**src/rtl/uart_pkg.sv**
```systemverilog
// UART register map, STATUS bit positions and the bridge FSM encoding shared by the
// uart_fifo_bridge block and its sub-modules.
package uart_pkg;

  localparam logic [31:0] UART_CTRL   = 32'h00;
  localparam logic [31:0] UART_STATUS = 32'h04;
  localparam logic [31:0] UART_BAUD   = 32'h08;
  localparam logic [31:0] UART_TXDATA = 32'h0C;
  localparam logic [31:0] UART_RXDATA = 32'h10;

  localparam int unsigned STATUS_TX_BUSY = 0;
  localparam int unsigned STATUS_RX_OVER = 1;

  localparam logic [31:0] CTRL_TX_EN   = 32'h1;
  localparam logic [31:0] CTRL_TXRX_EN = 32'h3;

  typedef enum logic [2:0] {
    S_INIT_BAUD,
    S_INIT_CTRL,
    S_IDLE,
    S_TX_WRITE,
    S_RX_READ,
    S_RX_CLR
  } bridge_state_e;

endpackage

```
**src/rtl/sync_fifo.sv**
```systemverilog
// Synchronous FIFO with extra-MSB pointers; a push and pop on a full FIFO in the same cycle are
// both accepted. Head reads as zero while empty so no stale data leaks out after reset.
module sync_fifo #(
  parameter int unsigned WIDTH = 8,
  parameter int unsigned DEPTH = 8
) (
  input  logic             clk,
  input  logic             rst,
  input  logic             push,
  input  logic [WIDTH-1:0] wdata,
  input  logic             pop,
  output logic             full,
  output logic             empty,
  output logic [WIDTH-1:0] head
);

  localparam int unsigned AW = $clog2(DEPTH);

  logic [AW:0]      wptr_q, rptr_q;
  logic [WIDTH-1:0] mem_q [DEPTH];
  logic             do_push, do_pop;

  assign empty   = (wptr_q == rptr_q);
  assign full    = (wptr_q[AW] != rptr_q[AW]) && (wptr_q[AW-1:0] == rptr_q[AW-1:0]);
  assign do_pop  = pop && !empty;
  assign do_push = push && (!full || do_pop);
  assign head    = empty ? '0 : mem_q[rptr_q[AW-1:0]];

  always_ff @(posedge clk) begin
    if (!rst) begin
      wptr_q <= '0;
      rptr_q <= '0;
    end else begin
      if (do_push) wptr_q <= wptr_q + (AW + 1)'(1);
      if (do_pop)  rptr_q <= rptr_q + (AW + 1)'(1);
    end
  end

  always_ff @(posedge clk) begin
    if (rst && do_push) mem_q[wptr_q[AW-1:0]] <= wdata;
  end

endmodule

```
**src/rtl/uart_fifo_bridge.sv**
```systemverilog
// Byte-stream front end that configures the uart and then polls STATUS to move bytes between
// two FIFOs and the UART register port. RX path is built only with UART_FIFO_BRIDGE_RX_EN.
module uart_fifo_bridge
  import uart_pkg::*;
#(
  parameter int unsigned DEPTH    = 8,
  parameter logic [31:0] BAUD_DIV = 32'h1B8
) (
  input  logic        clk,
  input  logic        rst,
  input  logic        tx_valid_i,
  input  logic [7:0]  tx_data_i,
  output logic        tx_ready_o,
  output logic        rx_valid_o,
  output logic [7:0]  rx_data_o,
  input  logic        rx_ready_i,
  output logic        rx_overflow_o,
  output logic        init_done_o,
  output logic        u_we_o,
  output logic [31:0] u_addr_o,
  output logic [31:0] u_data_o,
  input  logic [31:0] u_data_i
);

  bridge_state_e state_q, state_d;
  logic          init_done_q, init_done_d;
  logic          tx_full, tx_empty, tx_push, tx_pop;
  logic [7:0]    tx_head;
  logic          rx_req;
  logic          bus_we;
  logic [31:0]   bus_addr, bus_wdata;

  assign tx_ready_o = !tx_full;
  assign tx_push    = tx_valid_i && !tx_full;

  sync_fifo #(
    .WIDTH(8),
    .DEPTH(DEPTH)
  ) u_tx_fifo (
    .clk  (clk),
    .rst  (rst),
    .push (tx_push),
    .wdata(tx_data_i),
    .pop  (tx_pop),
    .full (tx_full),
    .empty(tx_empty),
    .head (tx_head)
  );

`ifdef UART_FIFO_BRIDGE_RX_EN
  localparam logic [31:0] CtrlInit = CTRL_TXRX_EN;

  logic       rx_full, rx_empty, rx_push, rx_pop;
  logic       rx_overflow_q, rx_overflow_d;
  logic [7:0] rx_head;
  logic       unused_data;

  assign rx_req      = u_data_i[STATUS_RX_OVER];
  assign rx_pop      = rx_ready_i && !rx_empty;
  // A same-cycle consumer pop frees the slot, so the byte is only lost if no pop happens.
  assign rx_push       = (state_q == S_RX_READ) && (!rx_full || rx_pop);
  assign rx_overflow_d = rx_overflow_q || ((state_q == S_RX_READ) && rx_full && !rx_pop);
  assign unused_data   = ^u_data_i[31:8];

  sync_fifo #(
    .WIDTH(8),
    .DEPTH(DEPTH)
  ) u_rx_fifo (
    .clk  (clk),
    .rst  (rst),
    .push (rx_push),
    .wdata(u_data_i[7:0]),
    .pop  (rx_ready_i),
    .full (rx_full),
    .empty(rx_empty),
    .head (rx_head)
  );

  always_ff @(posedge clk) begin
    if (!rst) rx_overflow_q <= 1'b0;
    else      rx_overflow_q <= rx_overflow_d;
  end

  assign rx_valid_o    = !rx_empty;
  assign rx_data_o     = rx_head;
  assign rx_overflow_o = rx_overflow_q;
`else
  localparam logic [31:0] CtrlInit = CTRL_TX_EN;

  logic unused_rx;

  assign rx_req        = 1'b0;
  assign unused_rx     = rx_ready_i ^ (^u_data_i[31:1]);
  assign rx_valid_o    = 1'b0;
  assign rx_data_o     = 8'h00;
  assign rx_overflow_o = 1'b0;
`endif

  always_comb begin
    state_d     = state_q;
    init_done_d = init_done_q;
    bus_we      = 1'b0;
    bus_addr    = UART_STATUS;
    bus_wdata   = '0;
    tx_pop      = 1'b0;
    unique case (state_q)
      S_INIT_BAUD: begin
        bus_we    = 1'b1;
        bus_addr  = UART_BAUD;
        bus_wdata = BAUD_DIV;
        state_d   = S_INIT_CTRL;
      end
      S_INIT_CTRL: begin
        bus_we      = 1'b1;
        bus_addr    = UART_CTRL;
        bus_wdata   = CtrlInit;
        state_d     = S_IDLE;
        init_done_d = 1'b1;
      end
      S_IDLE: begin
        if (rx_req) begin
          state_d = S_RX_READ;
        end else if (!u_data_i[STATUS_TX_BUSY] && !tx_empty) begin
          state_d = S_TX_WRITE;
        end
      end
      S_TX_WRITE: begin
        bus_we    = 1'b1;
        bus_addr  = UART_TXDATA;
        bus_wdata = {24'h0, tx_head};
        tx_pop    = 1'b1;
        state_d   = S_IDLE;
      end
`ifdef UART_FIFO_BRIDGE_RX_EN
      S_RX_READ: begin
        bus_addr = UART_RXDATA;
        state_d  = S_RX_CLR;
      end
      S_RX_CLR: begin
        bus_we   = 1'b1;
        bus_addr = UART_STATUS;
        state_d  = S_IDLE;
      end
`endif
      default: state_d = S_INIT_BAUD;
    endcase
  end

  always_ff @(posedge clk) begin
    if (!rst) begin
      state_q     <= S_INIT_BAUD;
      init_done_q <= 1'b0;
    end else begin
      state_q     <= state_d;
      init_done_q <= init_done_d;
    end
  end

  // Bus is held quiet while reset is applied so the UART never sees the init write early.
  assign u_we_o      = rst && bus_we;
  assign u_addr_o    = rst ? bus_addr : '0;
  assign u_data_o    = rst ? bus_wdata : '0;
  assign init_done_o = init_done_q;

endmodule

```
**config.mk**
```make
export PLATFORM = sky130hd
export DESIGN_NAME = uart_fifo_bridge
export DESIGN_NICKNAME = d
export VERILOG_FILES = /design/src/rtl/uart_pkg.sv /design/src/rtl/sync_fifo.sv /design/src/rtl/uart_fifo_bridge.sv
export SDC_FILE = /design/constraint.sdc
export NUM_CORES = 1
export LEC_CHECK = 0
export ABC_AREA = 1
export CORE_UTILIZATION = 51
export DETAILED_ROUTE_END_ITERATION = 10
export GPL_ROUTABILITY_DRIVEN = 1
export PLACE_DENSITY = 0.87
export SLEW_MARGIN = 20
export SYNTH_ARGS = -nofsm -noshare
export SYNTH_HDL_FRONTEND = slang
export SYNTH_SLANG_ARGS = --single-unit
```
**constraint.sdc**
```tcl
create_clock -name clk -period 3.2 [get_ports clk]
set_input_delay 0.32 -clock clk [delete_from_list [all_inputs] [get_ports clk]]
set_output_delay 0.32 -clock clk [all_outputs]
set_load 0.02 [all_outputs]
```
Yosys cells after proc, flatten, opt, wreduce, memory -nomap -nowiden
Memory sizes are Yosys's and may differ from the RTL's. A register that Yosys moved wholly into a read port is not among the register bits.
Cells that the tools add are included.
{"block": "word_totals", "regBits": 12, "ram_bits": 64, "output_inout_bits": 77, "wordCells": 41, "memories": 1}
{"block": "classes", "n_addsub": 2, "n_eq_ne": 7, "n_mux": 13, "reduce_logical": 14}
{"memory": "u_tx_fifo.mem_q", "words": 8, "word_bits": 8, "read_ports": 1, "rd_clocked_by_memory_dff": 1, "wr": 1, "line": "sync_fifo.sv:20", "rtl": "logic [WIDTH-1:0] mem_q [DEPTH];"}
{"cell": "$mux 32", "n": 2}
{"cell": "$pmux 9 s3", "n": 1}
{"cell": "$pmux 4 s3", "n": 1}
{"cell": "$mux 3", "n": 3}
{"cell": "$pmux 3 s3", "n": 1}
{"cell": "$add 4x1->4 const B", "n": 2}
{"cell": "$mux 8", "n": 1}
{"cell": "$logic_and 1x1->1", "n": 7}
{"cell": "$eq 3x2->1 const B", "n": 2}
{"cell": "$eq 4x4->1", "n": 1}
{"cell": "$mux 1", "n": 4}
{"cell": "$eq 3x1->1 const B", "n": 1}
{"cell": "$eq 3x3->1", "n": 1}
{"cell": "$logic_not 1->1", "n": 3}
{"cell": "$logic_not 3->1", "n": 1}
{"cell": "$reduce_or 3->1", "n": 1}
{"cell": "$ne 2x2->1 const B", "n": 1}
{"cell": "$reduce_or 2->1", "n": 1}
{"cell": "$logic_or 1x1->1", "n": 1}
{"cell": "$ne 1x1->1", "n": 1}

Longest topological paths before layout
Gate-level depths: netlist (run 1).
{"block": "logic_depth", "ltp_word": 8, "depth_mapped": 10, "depth_no_buf": 9}

By module
From an unflattened synthesis (run 1), not the netlist that was laid out.
{"block": "hier_totals", "hier_cells": 388, "area_unflattened_um2": 3915.0}
{"mod": "sync_fifo", "instances": 1, "cells_per_inst": 267, "area_each_um2": 3103.0}
{"mod": "uart_fifo_bridge", "instances": 1, "cells_per_inst": 121, "area_each_um2": 812.0}

Worst setup path before layout (run 1)
OpenSTA, ideal clock, no wires.
{"block": "synth_path", "kind": "flip-flop to output port", "startpoint": "register state_q[0]", "endpoint": "output u_data_o[1]", "arrival_ps": 1777, "t_required_ps": 2880, "slack_ps": 1103, "stages_incl_launch_ff": 8, "cell_sequence": "dfxtp_1 inv_1 ha_1 nor2_1 inv_1 nor2_1 inv_1 a21oi_1"}
{"block": "synth_between", "elab_chain_len": 3, "word_cells_on_any_way": 5, "classes_between": "2 x eq/ne; 2 x mux; 1 x reduce/logical"}
{"item": "from (decl)", "line": "uart_fifo_bridge.sv:25", "rtl": "bridge_state_e state_q, state_d;"}
{"item": "from (signal assigned)", "line": "uart_fifo_bridge.sv:154", "rtl": "state_q <= state_d;"}
{"item": "$eq 3x2->1, or another cell as far along", "line": "uart_fifo_bridge.sv:106", "rtl": "unique case (state_q)"}
{"item": "$pmux 9 s3 (*)", "line": "uart_fifo_bridge.sv:106"}
{"item": "$mux 32 (*)", "line": "uart_fifo_bridge.sv:162", "rtl": "assign u_data_o = rst ? bus_wdata : '0;"}
{"item": "to (decl)", "line": "uart_fifo_bridge.sv:21", "rtl": "output logic [31:0] u_data_o,"}
Every way passes the cells marked *; elsewhere a longest branch is shown, timed or not.

Worst setup path after layout (run 1)
{"block": "layout_path", "startpoint": "register state_q[0]", "endpoint": "output u_data_o[2]"}
The elaborated chain is that of the path after synthesis.

==> results of run 1 <==
[metal layers]
metal | routed length, um | global-route usage, % | share of wire [%] | vias to the layer above
li1 | - | - | - | 1368
met1 | 3056 | 22.97 | 40 | 1294
met2 | 3932 | 34.02 | 51 | 113
met3 | 510 | 2.680 | 6.7 | 16
met4 | 165 | 10.19 | 2.2 | 0
met5 | 0 | 0 | 0 | -
[logic make-up (layout without fill, tap and decap cells)]
group | count (synthesis) | after routing | share of synthesized area, %
compound gates | 37 | 37 | 4.787
xor+xnor | 4 | 4 | 1.043
fa+ha+maj | 7 | 7 | 2.148
buf+inv | 130 | 103 | 17.95
flops | 78 | 78 | 54.00
other cells | 1 | 63 | 0.09196
simple gates | 194 | 194 | 19.98
[cell type report]
type,instances,area [um2]
Multi-Input combinational cell,305,1376
Sequential cell,78,2202
Clock inverter,4,47.55
Clock buffer,12,135.1
Tap cell,102,127.6
Inverter,54,202.7
Timing Repair Buffer,33,310.3
Fill cell,648,3326
[cell usage in the layout, fill, tap and decap left out, types with 9 or more instances in the layout]
cell / instances
nand3_1: 29
a21oi_1: 11
conb_1: 63
nor2_1: 47
edfxtp_1: 64
clkbuf_8: 9
clkdlybuf4s50_1: 25
o21ai_0: 18
dfxtp_1: 14
nand2_1: 107
inv_1: 50
[path summary, 6_finish.rpt]
kind | startpoint | end | slack (ns) | cells after the start
hold reg to reg | init_done_o$_SDFFE_PN0N_ | init_done_o$_SDFFE_PN0N_ | 0.47 | 2
hold / removal | init_done_o$_SDFFE_PN0N_ | init_done_o$_SDFFE_PN0N_ | 0.47 | 2
setup reg to reg | u_tx_fifo.wptr_q[0]$_SDFFE_PN0P_ | u_tx_fifo.mem_q[6][0]$_DFFE_PP_ | 1.05 | 8
setup / recovery | state_q[0]$_SDFFE_PN0P_ | u_data_o[2] | 0.21 | 8
[through the flow]
stage / total power [mW] / utilization [%]
after floorplan: 1.673 / -
after global placement: 1.799 / 54.60
after detailed placement: 1.826 / 54.60
after CTS: 2.517 / 56.96
after global routing: 2.623 / 56.96
final: 2.509 / 56.96
[sequential cells by signal, indices dropped and copies added (netlist names), named ones only]
signal and flops:
u_tx_fifo.rptr_q 4, u_tx_fifo.wptr_q 4, u_tx_fifo.mem_q 64, state_q 2, init_done_o 1
[power breakdown]
part           leakage (nW)  switching, mW  internal, mW
clock                0.0920          0.339         0.359
combinational          1.12          0.408         0.227
sequential            0.692         0.0402          1.14
[tightest hold or removal path, stage by stage (launching register included)]
cell and delay, ns:
dfxtp_1 0.33, nor2_1 0.04, nor2_1 0.07
==> results.sh, run 1 <==
export IMPL_status="finished, final reports clean"
export IMPL_synthTopCellsByArea="edfxtp_1, buf_4, nand2_1"
export IMPL_synthCells=451
export IMPL_cts_tree="done"
export IMPL_design_area_um2=4402
export IMPL_numCtsBuffers=9
export IMPL_ctsHoldBuffers=0
export IMPL_max_freq_ghz=0.3349
export IMPL_cpPeakStageDelay_ns=0.63
export IMPL_start_util_pct=52.77
export IMPL_tns_ns=0
export IMPL_hp_class="reg -> reg"
export IMPL_drive_gt1_share_pct=6.996
export IMPL_clkTransAtPathRegs_ns=0.08
export IMPL_pre_cts_ws_ns=0.4524
export IMPL_ys_top_cells_by_count="nand2_1, edfxtp_1, buf_4, inv_1, nor2_1"
export IMPL_wl_per_cell_um=13.03
export IMPL_dpl_instance_area_um2=4219
export IMPL_postSynthAreaPerCell_um2=9.041
export IMPL_synthArstFlopShare_pct=0
export IMPL_wl_um=7664
export IMPL_syn_area_um2=4078
export IMPL_synth_warnings=0
export IMPL_fin_nets=532
export IMPL_max_slew_margin_pct=40.96
export IMPL_max_cap_violations=0
export IMPL_htree_levels=3
export IMPL_placed_cells=572
export IMPL_arrival_ns=2.67
export IMPL_grt_total_usage_pct=19.38
export IMPL_power_per_cell_area_nw_per_um2=570.0
export IMPL_fin_worst_skew_ns=0.01019
export IMPL_die_y_um=91.42
export IMPL_path_buf_inv=4
export IMPL_slew_viol_final=0
export IMPL_tightest_slew_ns=0.8824
export IMPL_finalNonFillerCells=588
export IMPL_period_minus_slack_ns=2.986
export IMPL_rsz0062_at_grt="no"
export IMPL_ir_worst_vdd_mv=0.5282
export IMPL_critPathKind="reg -> out"
export IMPL_io_buffers=25
export IMPL_first_pass_iters=4
export IMPL_layout_setup_ws_ns=0.2137
export IMPL_cp_common_cell="inv_1"
export IMPL_via_per_inst=4.747
export IMPL_die_area_um2=8357
export IMPL_antenna_cells=0
export IMPL_grt_pass1_wl_um=12090
export IMPL_post_cts_buffers=0
export IMPL_ios=121
export IMPL_core_area_um2=7727
export IMPL_drtAntennaViolNets=0
export IMPL_areaGrowthSynthToFinish_pct=7.947
export IMPL_leakage_nw=1.904
export IMPL_synth_seq_cells=78
export IMPL_ys_flop_type="edfxtp_1"
export IMPL_drtIter0Drc=194
export IMPL_grt_antenna_before_repair=0
export IMPL_die_w_um=91.42
export IMPL_cp_start_kind="flop"
export IMPL_grt_start_max_net_pins=33
export IMPL_cts_resized=0
export IMPL_finalSetupViolations=0
export IMPL_synth_enable_flop_cells=64
export IMPL_drc=0
export IMPL_worst_path_max_delay_cell="clkdlybuf4s50_1"
export IMPL_synth_top_area_share_pct=47.13
export IMPL_grt_pass1_vias=2549
export IMPL_dp_hpwl_um=5010
export IMPL_rows=32
export IMPL_num_vias=2791
export IMPL_worstPathRequired_ns=2.88
export IMPL_gp_congestion=0.7919
export IMPL_hold_viol=0
export IMPL_synth_cell_type_count=27
export IMPL_worstSkewPairLatency_ns=0.36
export IMPL_crit_fanout=8
export IMPL_cp_cell_sequence="inv_1, ha_1, nor2_1, inv_1, nor2_1, inv_1, a21oi_1, clkdlybuf4s50_1"
export IMPL_synth_seq_area_share_pct=54.00
export IMPL_fin_crit_sh_pct=93.32
export IMPL_post_synth_top_area_cell="edfxtp_1"
export IMPL_crit_family="buffers and inverters"
export IMPL_synth_most_common_cell="nand2_1"
export IMPL_ctsLongestPathBuffers=2
export IMPL_end_kind="primary output"
export IMPL_cts_root_buf="clkbuf_8"
export IMPL_clock_sinks=78
export IMPL_holdWs_ns=0.4724
export IMPL_globalRoute_totalOverflow=0
Note: power is estimated with default switching activity, not from simulation.
==> run 2, diff against run 1 <==
--- a/config.mk
+++ b/config.mk
@@ -9,7 +9,7 @@
 export CORE_UTILIZATION = 51
 export DETAILED_ROUTE_END_ITERATION = 10
 export GPL_ROUTABILITY_DRIVEN = 1
-export PLACE_DENSITY = 0.87
+export PLACE_DENSITY = 0.91
 export SLEW_MARGIN = 20
 export SYNTH_ARGS = -nofsm -noshare
 export SYNTH_HDL_FRONTEND = slang
==> constraint.sdc (replaced) <==
create_clock -name clk -period 3.5 [get_ports clk]
set_input_delay 0.35 -clock clk [delete_from_list [all_inputs] [get_ports clk]]
set_output_delay 0.35 -clock clk [all_outputs]
set_load 0.02 [all_outputs]
==> results.sh, run 2 (synthesized netlist as in run 1, its figures left out) <==
export IMPL_grt_start_max_net_pins=33
export IMPL_p_switching_mw=0.7210
export IMPL_io_buffers=25
export IMPL_drtIter0Drc=191
export IMPL_die_w_um=91.42
export IMPL_clock_sinks=78
export IMPL_crit_family="buffers and inverters"
export IMPL_grt_pass1_vias=2599
export IMPL_max_cap_violations=0
export IMPL_critPathKind="reg -> out"
export IMPL_final_util_pct=56.65
export IMPL_worst_r2r_setup_slack_ns=1.24
export IMPL_die_y_um=91.42
export IMPL_grt_antenna_before_repair=0
export IMPL_max_freq_ghz=0.3163
export IMPL_arrival_ns=2.81
export IMPL_cts_root_buf="clkbuf_8"
export IMPL_end_kind="primary output"
export IMPL_drtAntennaViolNets=0
export IMPL_min_to="init_done_o$_SDFFE_PN0N_"
export IMPL_layout_common_cells="nand2_1, edfxtp_1, conb_1"
export IMPL_dpl_instance_area_um2=4182
export IMPL_path_buf_inv=2
export IMPL_internal_power_mw=1.580
export IMPL_p_comb_share_pct=24.5
export IMPL_min_from="init_done_o$_SDFFE_PN0N_"
export IMPL_wl_um=7600
export IMPL_cp_common_cell="nand2_1"
export IMPL_ir_worst_vdd_mv=0.3486
export IMPL_hold_viol=0
export IMPL_finalSetupViolations=0
export IMPL_cpPeakStageDelay_ns=0.71
export IMPL_slew_viol_final=0
export IMPL_num_vias=2810
export IMPL_r2r_end="u_tx_fifo.mem_q[1][0]$_DFFE_PP_"
export IMPL_holdWs_ns=0.4814
export IMPL_r2r_cells=8
export IMPL_tns_ns=0
export IMPL_status="finished, final reports clean"
export IMPL_worstPathRequired_ns=3.15
export IMPL_gp_congestion=0.8350
export IMPL_post_cts_buffers=0
export IMPL_antenna_cells=0
export IMPL_rows=32
export IMPL_numCtsBuffers=9
export IMPL_rsz0062_at_grt="no"
export IMPL_globalRoute_totalOverflow=0
export IMPL_die_area_um2=8357
export IMPL_total_power_mw=2.301
export IMPL_cp_cell_sequence="inv_2, nand2_1, nand3_1, nand2_1, nand2_1, nand2_1, nand2_1, a21oi_1, clkdlybuf4s50_1"
export IMPL_period_minus_slack_ns=3.162
export IMPL_clkTransAtPathRegs_ns=0.08
export IMPL_grt_total_usage_pct=19.65
export IMPL_fin_crit_sh_pct=90.34
export IMPL_ios=121
export IMPL_worstSkewPairLatency_ns=0.35
export IMPL_design_area_um2=4378
export IMPL_power_per_cell_area_nw_per_um2=525.7
export IMPL_leakage_nw=1.884
export IMPL_start_util_pct=52.77
export IMPL_htree_levels=3
export IMPL_layout_commonest_cell="nand2_1"
export IMPL_areaGrowthSynthToFinish_pct=7.364
export IMPL_clkPwrFrac_pct=28.6
export IMPL_first_pass_iters=4
export IMPL_min_path_cells=2
export IMPL_via_per_inst=4.820
export IMPL_seqPwrFrac_pct=46.9
export IMPL_fin_worst_skew_ns=0.007041
export IMPL_tightest_slew_ns=1.004
export IMPL_largest_reg_flops=64
export IMPL_ctsHoldBuffers=0
export IMPL_p_sw_share_pct=31.33
export IMPL_drc=0
export IMPL_drive_gt1_share_pct=6.445
export IMPL_wl_per_cell_um=13.04
export IMPL_worst_path_max_delay_cell="dfxtp_1"
export IMPL_ctsLongestPathBuffers=2
export IMPL_max_slew_margin_pct=32.81
export IMPL_cts_tree="done"
export IMPL_crit_fanout=32
export IMPL_core_area_um2=7727
export IMPL_cp_start_kind="flop"
export IMPL_dp_hpwl_um=5017
export IMPL_fin_nets=527
export IMPL_regToRegStartpoint="u_tx_fifo.wptr_q[0]$_SDFFE_PN0P_"
export IMPL_cts_resized=0
export IMPL_grt_pass1_wl_um=12150
export IMPL_hp_class="reg -> reg"
run 2: cell types whose count changed in the layout (fill, tap and decap cells not counted):
cell	previous run	this run
clkbuf_1	3	2
clkbuf_8	9	11
clkinvlp_4	0	1
bufinv_16	1	0
clkinv_1	2	1
buf_4	8	3
clkbuf_16	0	1
clkinv_4	1	0
run 2: layout make-up:
class,instances,area (um2)
inverter,54,202.7
tap,102,127.6
clock buffer,14,183.9
timing repair buffer,28,272.8
fill,641,3349
clock inverter,2,12.51
sequential,78,2202
multi-input combinational,305,1376
run 2: power groups by stage:
stage	Clock (mW)	Sequential [mW]	Combinational [mW]
6_report	0.658	1.08	0.564
5_1_grt	0.707	1.08	0.627
4_1_cts	0.663	1.08	0.564
3_5_place_dp	0	1.10	0.561
3_3_place_gp	0	1.10	0.543
2_1_floorplan	0	1.09	0.439
run 2: per-stage QoR:
| step | cells | setup WS (ns) |
|---|---|---|
| 3_5_place_dp | 567 | 0.6617 |
| 5_1_grt | 583 | 0.1716 |
| 4_1_cts | 583 | 0.3545 |
| 6_report | 583 | 0.3381 |
| 2_1_floorplan | 513 | 1.373 |
| 3_3_place_gp | 567 | 0.6601 |
run 2: worst reg2reg max path: stages (launching register included):
cell and delay, ns:
dfxtp_1 0.49, nand2_1 0.13, nand2_2 0.10, nor2_4 0.06
nand3_4 0.08, nand2_4 0.07, inv_2 0.10, nand2_2 0.07
nor2_1 0.76
run 2: routing by layer:
layer / part of all wire [%] / vias to the layer above / global-route usage (%)
met2: 51 / 120 / 34.40
met3: 7.1 / 18 / 5.444
met1: 39 / 1312 / 22.42
met5: 0 / - / 0
li1: - / 1360 / -
met4: 2.3 / 0 / 8.333
run 2: how the worst max path moves through the flow:
stage / to / slack, ns / depth (start not counted)
2_1_floorplan: u_data_o[1] / 1.37 / 7
3_3_place_gp: u_data_o[6] / 0.66 / 8
3_5_place_dp: u_data_o[6] / 0.66 / 8
4_1_cts: u_data_o[3] / 0.35 / 9
5_1_grt: u_data_o[3] / 0.17 / 9
6_report: u_data_o[3] / 0.34 / 9
